<file path="config.mk">
export PLATFORM = sky130hd
export DESIGN_NAME = onehot_sequencer
export DESIGN_NICKNAME = d
export VERILOG_FILES = /design/src/rtl/onehot_sequencer.sv
export SDC_FILE = /design/constraint.sdc
export NUM_CORES = 1
export LEC_CHECK = 0
export CAP_MARGIN = 20
export CORE_ASPECT_RATIO = 1.2
export CORE_UTILIZATION = 47
export DETAILED_ROUTE_END_ITERATION = 10
export PLACE_DENSITY = 0.76
export SLEW_MARGIN = 0
export SYNTH_ARGS = -nofsm -noshare
export SYNTH_HDL_FRONTEND = slang
export SYNTH_SLANG_ARGS = --single-unit
</file>
<file path="constraint.sdc">
create_clock -name clk -period 2.5 [get_ports clk]
set_input_delay 0.5 -clock clk [delete_from_list [all_inputs] [get_ports clk]]
set_output_delay 0.5 -clock clk [all_outputs]
set_load 0.05 [all_outputs]
</file>
<file path="src/rtl/onehot_sequencer.sv">
// One-hot LED sequencer: registered decode of sel, or walking-one (up/down/bounce) paced by a prescaler.
// Define ONEHOT_BOUNCE_EN to make mode 3 bounce; otherwise mode 3 rotates up and has no direction state.
module onehot_sequencer #(
  parameter  int unsigned SEL_W = 3,
  parameter  int unsigned DIV_W = 16,
  localparam int unsigned OUT_W = 1 << SEL_W
) (
  input  logic             clk,
  input  logic             rst_n,
  input  logic             ena,
  input  logic [1:0]       mode,
  input  logic [SEL_W-1:0] sel,
  input  logic             load,
  input  logic [DIV_W-1:0] div,
  output logic [OUT_W-1:0] onehot,
  output logic [SEL_W-1:0] index,
  output logic             wrap
);

  localparam logic [SEL_W-1:0] MAX_IDX = SEL_W'(OUT_W - 1);

  logic [SEL_W-1:0] index_d;
  logic [DIV_W-1:0] cnt_q, cnt_d;
  logic             wrap_d;
  logic             tick;
`ifdef ONEHOT_BOUNCE_EN
  logic             dir_q, dir_d;
`endif

  // State registers; onehot is kept as the decode of the index being loaded
  always_ff @(posedge clk or negedge rst_n) begin
    if (!rst_n) begin
      index  <= '0;
      onehot <= OUT_W'(1);
      wrap   <= 1'b0;
      cnt_q  <= '0;
`ifdef ONEHOT_BOUNCE_EN
      dir_q  <= 1'b0;
`endif
    end else begin
      index  <= index_d;
      onehot <= OUT_W'(1) << index_d;
      wrap   <= wrap_d;
      cnt_q  <= cnt_d;
`ifdef ONEHOT_BOUNCE_EN
      dir_q  <= dir_d;
`endif
    end
  end

  // Next-state: load beats mode; >= lets a lowered div take effect promptly
  always_comb begin
    index_d = index;
    cnt_d   = cnt_q;
    wrap_d  = 1'b0;
    tick    = (cnt_q >= div);
`ifdef ONEHOT_BOUNCE_EN
    dir_d   = dir_q;
`endif
    if (ena) begin
      if (load) begin
        index_d = sel;
        cnt_d   = '0;
`ifdef ONEHOT_BOUNCE_EN
        dir_d   = 1'b0;
`endif
      end else if (mode == 2'd0) begin
        index_d = sel;
        cnt_d   = '0;
      end else if (!tick) begin
        cnt_d = cnt_q + DIV_W'(1);
      end else begin
        cnt_d = '0;
        case (mode)
          2'd2: begin
            wrap_d  = (index == '0);
            index_d = index - SEL_W'(1);
          end
`ifdef ONEHOT_BOUNCE_EN
          2'd3: begin
            if (!dir_q) begin
              if (index == MAX_IDX) begin
                dir_d   = 1'b1;
                index_d = MAX_IDX - SEL_W'(1);
                wrap_d  = 1'b1;
              end else begin
                index_d = index + SEL_W'(1);
              end
            end else begin
              if (index == '0) begin
                dir_d   = 1'b0;
                index_d = SEL_W'(1);
                wrap_d  = 1'b1;
              end else begin
                index_d = index - SEL_W'(1);
              end
            end
          end
`endif
          default: begin
            wrap_d  = (index == MAX_IDX);
            index_d = index + SEL_W'(1);
          end
        endcase
      end
    end
  end

endmodule

</file>
==> impl_metrics.tcl, run 1 <==
set metrics [dict create \
    total_power_mw 1.503 \
    h-tree-depth 1 \
    worstSetupPathType "reg2reg" \
    first_global_vias 1887 \
    insertion_delay_ns 0.29 \
    cts_tree "built" \
    p_sw_share_pct 34.13 \
    crit_slowest_cell "dfrtp_1" \
    initialDrtViolationCount 54 \
    worst_setup_path_start_kind "flop" \
    ant_nets 0 \
    vias 1878 \
    clock_skew_ns 0.001662 \
    yosys_warnings 0 \
    ctsHoldBuffers 0 \
    min_path_type "in2async" \
    min_period_ns 2.591 \
    setup_slack_ns -0.09100 \
    path_cells "inv_2 -> ha_4 -> nand2b_4 -> a2111oi_4 -> o41ai_4 -> buf_4 -> or3_4 -> a311o_2 -> and3_4" \
    setup_tns_ns -0.6510 \
    p_leak_nw 1.445 \
    syn_avg_cell_area_um2 9.753 \
    cp_data_arrival_time_ns 2.78 \
    coreArea_um2 3973 \
    crit_fanout 5 \
    ff2ff_setup_slack_ns -0.09 \
    clkPwrFrac_pct 25.0 \
    p_sw_mw 0.5131 \
    post_drt_wl_per_cell_um 16.12 \
    cts_sinks 28 \
    ys_types 46 \
    critPathCaptureType "flop" \
    gp_congestion 0.8150 \
    final_common_cell "buf_4" \
    async_reset_ff_share_pct 100.0 \
    grt_pass1_wl_um 8645 \
    synth_area_um2 1951 \
    grt_max_degree 29 \
    antenna_found_initial 0 \
    synth_seq_cells 28 \
    wirelength_um 5496 \
    pwr-share-comb_pct 39.3 \
    worstPathRequired_ns 2.69 \
    die_y_um 72.57 \
    syn_nets 243 \
    cts.clk_slew.worst_paths_ns 0.10 \
    vdd_ir_drop_max_mv 0.3988 \
    ff_latch_area_um2 701.9 \
    nFillCells 286 \
    crit_family "compound AO/OA/AOI/OAI gates" \
    yosysSeqAreaShare_pct 35.98 \
    viasPerCell 5.507 \
    rsz0062_at_grt "yes" \
    post-route-drc-count 0 \
    violations "negative setup slack" \
    n_antenna_cell 0 \
    run_status "finished, violations left" \
    die-area_um2 4413 \
    cell_internal_pwr_mw 0.9903 \
    mostFrequentLayoutCells "buf_4, dfrtp_1, clkdlybuf4s50_1" \
    clockBufferDepth 2 \
    crit_buf_inv 2 \
    synth_flop_cell "dfrtp_1" \
    die_w_um 60.81 \
    finalSetupViolations 13 \
    cts-root-buf "clkbuf_8" \
    finalMaxSlewViolations 0 \
    synthToLayoutAreaGrowth_pct 57.54 \
    powerDensity_nw_per_um2 489.2 \
    synth-edff-count 0 \
    drtPass1Iterations 4 \
    holdWs_ns 0.5930 \
    seqPwrFrac_pct 35.7 \
    nets 331 \
    drive_above_1_share_pct 40.07 \
    portBuffers 36 \
    place_hpwl_um 3396 \
    row_count 25 \
    max_freq_mhz 386.0 \
    relSlewSlack_pct 66.25 \
    fin_crit_sh_pct 103.6 \
    multi_input_area_um2 1338 \
    grt_use_total_pct 26.38 \
    cts_made_buffers 3 \
    place_ws_ns -0.6896 \
    syn_inst 200 \
    start_util_pct 49.10 \
    io_pins 37 \
    max_stage_delay_ns 0.40 \
    overflow 0 \
    drv_cap 0 \
    tightest_slew_ns 0.5047 \
    hold_viol_final 0 \
]
-- state kept, by name (all words and copies together) (netlist names) --
| signal | flops |
|---|---|
| wrap | 1 |
| index | 3 |
| onehot | 8 |
| cnt_q | 16 |
-- worst paths after layout --
kind	startpoint	endpoint	depth (start not counted)
setup / recovery	cnt_q[0]	onehot[6]	9
hold / removal	rst_n	cnt_q[14]	2
setup reg to reg	cnt_q[0]	onehot[6]	9
hold reg to reg	cnt_q[4]	cnt_q[4]	1
max in group asynchronous	rst_n	onehot[0]	2
min in group clk	cnt_q[4]	cnt_q[4]	1
-- worst reg2reg max path: stages, from the launching register on --
cell and delay [ns]:
dfrtp_1 0.40, inv_2 0.10, ha_4 0.21, nand2b_4 0.14, a2111oi_4 0.35, o41ai_4 0.15
buf_4 0.17, or3_4 0.39, a311o_2 0.39, and3_4 0.19
-- area by class of cell --
cell class,count,share of cell area [%]
flip-flops and latches,28,22.84
clock inverters,1,0.9772
well taps,54,2.199
inverters,26,3.339
clock buffers,3,1.344
multi-input cells,141,43.53
repair buffers,88,25.77
-- metal layers --
metal / GRT usage, % / up-vias / routed length, um
met2: 47.13 / 53 / 2957
li1: - / 896 / -
met3: 3.546 / 17 / 180
met4: 11.36 / 0 / 154
met5: 0 / - / 0
met1: 30.79 / 912 / 2204
-- through the flow --
step | util [%] | instance area, um^2 | std cells
after floorplan | - | 1951 | 200
final | 77.35 | 3073 | 341
after global routing | 77.35 | 3073 | 341
after CTS | 75.21 | 2988 | 336
after global placement | 65.29 | 2594 | 320
after detailed placement | 65.29 | 2594 | 320
-- synthesized netlist by cell type, types with 3 or more instances --
master	n	area [um^2]
dfrtp_1	27	675.7
inv_1	25	93.84
ha_1	17	212.7
and3_1	12	75.07
nor3_1	12	60.06
nand3_1	10	50.05
o21a_1	10	75.07
o211ai_2	8	100.1
nand2_1	7	26.28
nor2_1	6	22.52
nor2b_1	6	37.54
or3_1	5	31.28
a21oi_1	4	20.02
and2b_1	4	30.03
o21ai_0	4	20.02
o22ai_1	4	25.02
xnor2_1	4	35.03
nand4_1	3	18.77
-- kinds of logic (layout without fill, tap and decap cells) --
group | after synthesis | count (layout) | share of synthesized area, %
AND/OR/NAND/NOR | 74 | 74 | 21.87
AO/OA/AOI/OAI | 43 | 44 | 20.01
buffers and inverters | 32 | 118 | 7.889
flip-flops | 28 | 28 | 35.98
adder cells (fa/ha/maj) | 18 | 18 | 11.93
XOR/XNOR | 4 | 4 | 1.796
multiplexers | 1 | 1 | 0.5132
-- power groups by stage --
stage	logic, mW	registers, mW	clock network, mW
2_1_floorplan	0.178	0.646	0
3_3_place_gp	0.467	0.538	0
3_5_place_dp	0.477	0.541	0
4_1_cts	0.564	0.536	0.375
5_1_grt	0.634	0.543	0.389
6_report	0.591	0.537	0.376
-- timing repair --
| item | 4_1_cts | 5_1_grt |
|---|---|---|
| pin swaps | 28 | 10 |
| endpoints found under the setup margin | 27 | 25 |
| cloned | 1 | 0 |
| endpoints found under the hold margin | 0 | 0 |
| resized for setup | 63 | 13 |
| setup buffers | 11 | 5 |
Note: power is estimated with default switching activity, not from simulation.
==> run 2: changes to the inputs <==
Settings changed: SKIP_CTS_REPAIR_TIMING from default to 1.
==> run 2 against run 1 <==
  * The run still ends with negative setup slack left
  * Routed wire length is 2.9% higher
  * Sequential power hardly changed
  * Highest routed layer unchanged
  * Die area stayed put
  * Non-clock buffer count is 6 lower
==> impl_metrics.tcl, run 2 (synthesis gave the netlist of run 1 again) <==
set metrics [dict create \
    viasPerCell 5.558 \
    run_status "finished, violations left" \
    post_dp_cell_area_um2 2594 \
    vdd_ir_drop_max_mv 0.4192 \
    min_path_type "in2async" \
    final_area_um2 3149 \
    largest_reg_flops 16 \
    insertion_delay_ns 0.29 \
    drv_cap 0 \
    hold_viol_final 0 \
    nFillCells 254 \
    worstPathRequired_ns 2.69 \
    die_w_um 60.81 \
    setup_slack_ns -0.2179 \
    violations "negative setup slack" \
    drtPass1Iterations 4 \
    clockBufferDepth 2 \
    tightest_slew_ns 0.5196 \
    crit_slowest_cell "o41ai_4" \
    crit_fanout 5 \
    r2r_cells 9 \
    die_y_um 72.57 \
    vias 1862 \
    post_drt_wl_per_cell_um 16.88 \
    top_register "cnt_q" \
    max_freq_mhz 367.9 \
    gp_congestion 0.8150 \
    path_cells "ha_4 -> and4_4 -> or3b_4 -> o41ai_4 -> buf_4 -> or3_4 -> o311a_4 -> inv_4 -> and3_4" \
    start_util_pct 49.10 \
    relSlewSlack_pct 65.25 \
    critical_path_depth 9 \
    fin_crit_sh_pct 108.7 \
    reg_top3 "cnt_q: 16 flops, onehot: 8 flops, index: 3 flops" \
    wirelength_um 5655 \
    io_pins 37 \
    drive_above_1_share_pct 42.35 \
    clock_skew_ns 0.005662 \
    total_power_mw 1.514 \
    coreArea_um2 3973 \
    grt_use_total_pct 23.42 \
    row_count 25 \
    cts.clk_slew.worst_paths_ns 0.10 \
    crit_family "simple AND/OR/NAND/NOR gates" \
    holdWs_ns 0.6017 \
    worst_setup_path_start_kind "flop" \
    grt_pass1_wl_um 7776 \
    first_global_vias 1760 \
    post-route-drc-count 0 \
    finalMaxSlewViolations 0 \
    p_leak_nw 1.522 \
    cts_tree "built" \
    place_hpwl_um 3396 \
    worstSetupPathType "reg2reg" \
    portBuffers 36 \
    overflow 0 \
    cp_data_arrival_time_ns 2.91 \
    h-tree-depth 1 \
    max_stage_delay_ns 0.48 \
    n_antenna_cell 0 \
    cts_made_buffers 3 \
    die-area_um2 4413 \
    nets 325 \
    critPathCaptureType "flop" \
    crit_buf_inv 2 \
    mostFrequentLayoutCells "buf_4, dfrtp_1, clkdlybuf4s50_1" \
    ant_nets 0 \
    rsz0062_at_grt "yes" \
    antenna_found_initial 0 \
    finalSetupViolations 22 \
    cts-root-buf "clkbuf_8" \
    min_period_ns 2.718 \
    cts_sinks 28 \
    final_common_cell "buf_4" \
    initialDrtViolationCount 45 \
    powerDensity_nw_per_um2 480.9 \
    synthToLayoutAreaGrowth_pct 61.45 \
    grt_max_degree 29 \
]
run 2: final timing paths:
| check | start | endpoint | slack (ns) |
|---|---|---|---|
| hold reg to reg | cnt_q[4] | cnt_q[4] | 0.61 |
| hold / removal | rst_n | cnt_q[8] | 0.60 |
| setup / recovery | cnt_q[13] | onehot[7] | -0.22 |
| max in group asynchronous | rst_n | onehot[0] | 1.58 |
| setup reg to reg | cnt_q[13] | onehot[7] | -0.22 |
| min in group clk | cnt_q[4] | cnt_q[4] | 0.61 |
run 2: power by group:
group / switching [mW] / internal [mW]
Combinational: 0.326 / 0.279
Sequential: 0.0395 / 0.498
Clock: 0.157 / 0.215
run 2: worst reg2reg max path, cell delays in order, from the launching register on:
cell and delay (ns):
dfrtp_1 0.43, ha_4 0.28, and4_4 0.23, or3b_4 0.39
o41ai_4 0.48, buf_4 0.20, or3_4 0.13, o311a_4 0.25
inv_4 0.06, and3_4 0.17
run 2: through the flow:
step                setup WS (ns)  cells  util (%)  setup TNS [ns]
floorplan                 0.01123    200         -               0
global placement          -0.6483    320     65.29          -13.99
detailed placement        -0.6896    320     65.29          -14.79
CTS                       -0.4016    324     67.09          -6.600
global route              -0.2887    335     79.28          -4.700
finish                    -0.2179    335     79.28          -2.753
run 2: layout make-up:
cell class                      count  area (um^2)  area share (%)
Sequential cell                    28        701.9           22.29
Clock inverter                      1        30.03          0.9535
Tap cell                           54        67.56           2.145
Clock buffer                        3        41.29           1.311
Inverter                           26        100.1           3.178
Timing Repair Buffer               82        803.3           25.51
Multi-Input combinational cell    141         1405           44.62
run 2: metal layers:
layer,GRT usage (%),vias up,wire [um]
met5,0,-,0
met4,8.333,0,187
met3,2.837,23,176
met2,42.98,62,3054
met1,27.25,895,2237
li1,-,882,-
